$ cat src/rtl/decode_stage.sv
// Decode stage: one IF/ID register, field decode, load-use hazard detection
// with a one-cycle bubble, branch flush, and a saturating stall counter.
module decode_stage #(
  parameter int IWIDTH = 24,
  parameter int PWIDTH = 16
) (
  input  logic              clk_i,
  input  logic              rst_i,
  input  logic [IWIDTH-1:0] instr_i,
  input  logic [PWIDTH-1:0] pc_i,
  input  logic              flush_i,
  input  logic              ex_load_i,
  input  logic [3:0]        ex_rd_i,
  output logic              stall_o,
  output logic              valid_o,
  output logic [3:0]        opcode_o,
  output logic [3:0]        rd_o,
  output logic [3:0]        rs1_o,
  output logic [3:0]        rs2_o,
  output logic [PWIDTH-1:0] imm_o,
  output logic [PWIDTH-1:0] pc_o,
  output logic [15:0]       stall_cnt_o
);

  logic [IWIDTH-1:0] instr_reg;
  logic [PWIDTH-1:0] pc_reg;
  logic              id_valid_reg;
  logic [15:0]       stall_cnt_reg;
  logic              hazard;
  logic              reads_rs2;

  assign opcode_o    = instr_reg[23:20];
  assign rd_o        = instr_reg[19:16];
  assign rs1_o       = instr_reg[15:12];
  assign rs2_o       = instr_reg[11:8];
  assign imm_o       = {{(PWIDTH-8){instr_reg[7]}}, instr_reg[7:0]};
  assign pc_o        = pc_reg;
  assign stall_cnt_o = stall_cnt_reg;

  // Opcodes with bit 3 set use the rs2 field as immediate bits, not a source.
  assign reads_rs2 = ~instr_reg[23];
  assign hazard    = id_valid_reg & ex_load_i & (ex_rd_i != 4'd0) &
                     ((ex_rd_i == rs1_o) | (reads_rs2 & (ex_rd_i == rs2_o)));

  assign stall_o = hazard & ~flush_i;
  assign valid_o = id_valid_reg & ~flush_i & ~hazard;

  always_ff @(posedge clk_i or negedge rst_i) begin
    if (!rst_i) begin
      instr_reg     <= '0;
      pc_reg        <= '0;
      id_valid_reg  <= 1'b0;
      stall_cnt_reg <= '0;
    end else begin
      if (flush_i) begin
        instr_reg    <= instr_i;
        pc_reg       <= pc_i;
        id_valid_reg <= 1'b0;
      end else if (!stall_o) begin
        instr_reg    <= instr_i;
        pc_reg       <= pc_i;
        id_valid_reg <= 1'b1;
      end
      if (stall_o && stall_cnt_reg != 16'hFFFF)
        stall_cnt_reg <= stall_cnt_reg + 16'd1;
    end
  end

endmodule

$ cat config.mk
export PLATFORM = sky130hd
export DESIGN_NAME = decode_stage
export DESIGN_NICKNAME = d
export VERILOG_FILES = /design/src/rtl/decode_stage.sv
export SDC_FILE = /design/constraint.sdc
export NUM_CORES = 1
export LEC_CHECK = 0
export CAP_MARGIN = 20
export CORE_MARGIN = 4
export CORE_UTILIZATION = 35
export DETAILED_ROUTE_END_ITERATION = 7
export GPL_TIMING_DRIVEN = 0
export PLACE_DENSITY = 0.68
export REMOVE_ABC_BUFFERS = 1
export SETUP_SLACK_MARGIN = 0.4
export SKIP_LAST_GASP = 1
export SLEW_MARGIN = 20
export SYNTH_ARGS = -nofsm -noshare
export SYNTH_HDL_FRONTEND = slang
export SYNTH_SLANG_ARGS = --single-unit
export TNS_END_PERCENT = 1
$ cat constraint.sdc
create_clock -name clk_i -period 3.25 [get_ports clk_i]
set_input_delay 0.325 -clock clk_i [delete_from_list [all_inputs] [get_ports clk_i]]
set_output_delay 0.325 -clock clk_i [all_outputs]
set_load 0.005 [all_outputs]
==> Yosys cells after proc, flatten, opt, wreduce, memory -nomap -nowiden <==
Cells that the tools add are included.
{ "classes": {"reduce_logical": 2, "eq_ne": 4, "div_mod_pow": 0, "magnitude_cmp": 0, "n_shift": 0, "n_addsub": 1, "n_mux": 6, "bitwise_logic": 11, "mul": 0} }
{ "ops": {"columns": ["op", "n"], "rows": [
  ["2-to-1 mux 24 bit", 2],
  ["2-to-1 mux 16 bit", 2],
  ["adder 16 x 1 -> 16 bit, second input constant", 1],
  ["inequality test 16 bit, second input constant", 1],
  ["== test 4 bit", 2],
  ["AND 1 bit", 7],
  ["nonzero test 4 bit", 1],
  ["inverter 1 bit", 3],
  ["2-to-1 mux 1 bit", 2],
  ["inequality test 2 bit, second input constant", 1],
  ["logical AND 1 bit", 1],
  ["OR 1 bit", 1]
]} }
{ "word_totals": {"latchBits": 0, "ff_bits": 57, "rom_bits": 0, "word_cells": 28, "ramBits": 0, "mem_count": 0} }

==> Logic depth before layout (Yosys ltp) <==
{ "depth": {"word_depth": 7, "mapped_depth": 6} }

==> Least setup slack after synthesis <==
No wires, ideal clock.
{ "synth_path": {"path_kind": "input port to output port", "startpoint": "input ex_rd_i[0]", "endpoint": "output valid_o", "cell_stages": 5, "path_buffers": 1, "arrival_time_ns": 1.454, "path_slack_ns": 1.471, "path_cell_list": "o41ai_2 nor3_1 a2bb2oi_2 buf_2 and2_1"} }
{ "synth_via": {"elab_chain_cells": 6, "elab_cells_between_ends": 9} }
{ "synth_lines": {"columns": ["item", "line_no", "rtl"], "rows": [
  ["from (decl)", "13", "input logic [3:0] ex_rd_i,"],
  ["== test 4 bit", "43", "((ex_rd_i == rs1_o) | (reads_rs2 & (ex_rd_i == rs2_o)));"],
  ["AND 1 bit", "43", null],
  ["OR 1 bit", "43", null],
  ["AND 1 bit (*)", "42", "assign hazard = id_valid_reg & ex_load_i & (ex_rd_i != 4'd0) &"],
  ["inverter 1 bit (*)", "46", "assign valid_o = id_valid_reg & ~flush_i & ~hazard;"],
  ["AND 1 bit (*)", "46", null],
  ["to (decl)", "15", "output logic valid_o,"]
]} }
Mark *: on every way between the ends. The rest lies on a longest branch, timed or not.

==> Worst setup path in the final report <==
{ "layout_path": {"startpoint": "input ex_load_i", "endpoint": "output stall_o"} }
{ "layout_via": {"elab_chain_cells": 4} }
{ "layout_lines": {"columns": ["item", "line_no", "rtl"], "rows": [
  ["from (decl)", "12", "input logic ex_load_i,"],
  ["AND 1 bit (3 in a row)", "42", null],
  ["AND 1 bit", "45", "assign stall_o = hazard & ~flush_i;"],
  ["to (decl)", "14", "output logic stall_o,"]
]} }
Every way passes these cells.

==> results.toml <==
[run_status]
outcome = "finished, final reports clean"

[logic_synthesis]
synthDistinctLibCells = 26
yosys-top-cells-count = "dfrtp_1, mux2_4, xor2_1"
synth_top_cell_area_share_pct = 53.8
seq_area_frac_synth_pct = 53.8
yosysMostFrequentCell = "dfrtp_1"
synthArstFlopShare_pct = 100
synthFlopType = "dfrtp_1"
synthTopCellsByArea = "dfrtp_1, mux2_4, xor2_1"
synthCells = 184
syn_avg_cell_area_um2 = 14.4
synth_edf_count = 0
synth-seq-cells = 57
syn_area_um2 = 2650
yosysWarnings = 0
yosysTopAreaCell = "dfrtp_1"

[worst_hold_path]
min_path_type = "in2async"

[global_route]
grt_pass1_vias = 1909
grt_max_degree = 44
antenna_found_initial = 0
gr-total-overflow = 0
grtUsageTotal_pct = 13.9
grt_pass1_wl_um = 9610

[critical_path]
worstPathRequired_ps = 2920
crit_buf_inv = 4
critical_path_class = "in2out"
endpoint_kind = "output pin"
rr_worst_depth = 6
cp_slowest_cell = "clkdlybuf4s50_1"
cp_cell_sequence = "clkdlybuf4s50_1 > o41ai_4 > nor3_2 > a2bb2oi_4 > nor2_4 > buf_16 > buf_16 > clkdlybuf4s50_1"
cp.depth = 8
crit_path_max_incr_delay_ps = 510
cp.arrival_ps = 2340
start_kind = "input port"
crit_fanout = 16
r2r_slack_ps = 1250
crit_family = "buffers and inverters"
rr_startpoint = "stall_cnt_o[0]"
r2r_end = "stall_cnt_o[9]"

[die]
die_area_um2 = 9030
die_y_um = 95.0
start_util_pct = 36.3
std_cell_rows = 31
core_um2 = 7290
ioPinCount = 114
dieWidth_um = 95.0

[place]
port_buffers = 113
dpl-instance-area_um2 = 3880
routabilityCongestion = 0.778
pre_cts_slack_ps = -239
place_inst = 386
hpwl_um = 4500

[timing]
setup_ws_ps = 581
worstMarginPinSlew_ps = 361
setup_viol = 0
whs_ps = 410
max_freq_ghz = 0.375
fin_crit_ps = 2670
fin_setup_tns_ps = 0
fin_skew_ps = 14.3
grt_setup_unrepaired = "no"
relSlewSlack_pct = 75.8
slew_viol_final = 0
post-route-period-util_pct = 82.1
final-hold-violation-count = 0

[clock_network]
clkLatencyLatePin_ps = 330
htree_levels = 3
cts.clk_slew.worst_paths_ps = 70
clockBufferDepth = 2
cts_made_buffers = 9
root_buffer = "clkbuf_8"
clock-sinks = 57
cts_tree = "yes"

[final_layout]
fin_util_pct = 57.2
instances_no_fill = 405
finalInstanceArea_um2 = 4170
multiInputGateArea_um2 = 1140
num_antenna_cells = 0
largest_register_ff_count = 24
final_net_count = 350
regArea_um2 = 1430
areaGrowthSynthToFinish_pct = 57.4
nFillCells = 650
layout-drive-gt1-share_pct = 21.9

[routing]
num_vias = 1854
drc = 0
wirelength_um = 6120
wl_per_cell_um = 15.1
first_iter_violations = 58
ant_nets = 0
viasPerCell = 4.58
first_pass_iters = 4

[power]
total_power_mw = 1.78
cellLeakagePower_nw = 1.82
vdd_drop_max_mv = 0.231
powerDensity_nw_per_um2 = 426

[flow_run]
maxCapViolations = 0
worst max-delay path by stage:
stage	startpoint	end	slack, ps
finish	ex_load_i	stall_o	580
global route	instr_reg[13]	stall_o	470
CTS	ex_rd_i[0]	stall_o	400
detailed placement	ex_rd_i[0]	stall_o	-240
global placement	ex_rd_i[2]	stall_o	-1600
floorplan	instr_reg[10]	pc_o[12]	90
worst reg2reg max path: stages, from the launching register on:
cell	delay (ps)
dfrtp_1	430
ha_1	240
nand3_1	160
nand4bb_1	240
nand4_1	280
nor4_1	400
xor2_1	180
timing repair:
action	CTS	global route
hold buffers	1	0
buffers inserted	2	0
endpoints found under the hold margin	14	0
resized for setup	4	5
pin swaps	2	1
setup endpoints to repair	2	2
layer usage:
metal  part of all wire (%)  GRT usage [%]  wire [µm]  up-vias
met5                      0              0          0        -
met4                    1.7           6.85        106        0
met3                    6.9           3.39        422        9
met2                     47           21.3       2860       74
met1                     45           18.5       2730      896
li1                       -              -          -      875
cell type report:
class,count,area share [%]
sequential,57,34.2
timing repair buffer,119,30.0
multi-input combinational,112,27.4
clock buffer,9,2.97
tap,99,2.97
clock inverter,7,2.28
inverter,2,0.180
placed cells by master, fill, tap and decap left out, drive strengths merged, types with 2 or more instances in the layout:
| master | n |
|---|---|
| dfrtp | 57 |
| bufinv | 2 |
| or2 | 2 |
| nand2 | 7 |
| clkinvlp | 4 |
| clkbuf | 9 |
| nor4 | 6 |
| clkdlybuf4s50 | 108 |
| nor3 | 8 |
| and4 | 3 |
| xor2 | 17 |
| xnor2 | 6 |
| and2 | 2 |
| nor2 | 4 |
| buf | 6 |
| dlymetal6s2s | 4 |
| mux2 | 41 |
| nand3 | 6 |
| nand4 | 4 |
| inv | 2 |
power by group:
| group | total (mW) | internal (mW) | switching [mW] |
|---|---|---|---|
| sequential | 0.782 | 0.749 | 0.0335 |
| clock | 0.727 | 0.430 | 0.298 |
| combinational | 0.268 | 0.189 | 0.0799 |
| total | 1.78 | 1.37 | 0.411 |
logic make-up (layout without fill, tap and decap cells):
group | Yosys count | after routing | synth area share, %
buffers and inverters | 15 | 137 | 4.44
multiplexers | 41 | 41 | 22.9
flip-flops | 57 | 57 | 53.8
AO/OA/AOI/OAI | 2 | 2 | 1.18
XOR/XNOR | 23 | 23 | 7.60
AND/OR/NAND/NOR | 45 | 45 | 9.54
adder cells (fa/ha/maj) | 1 | 1 | 0.472
No activity file was read; power rests on OpenSTA's default activity.
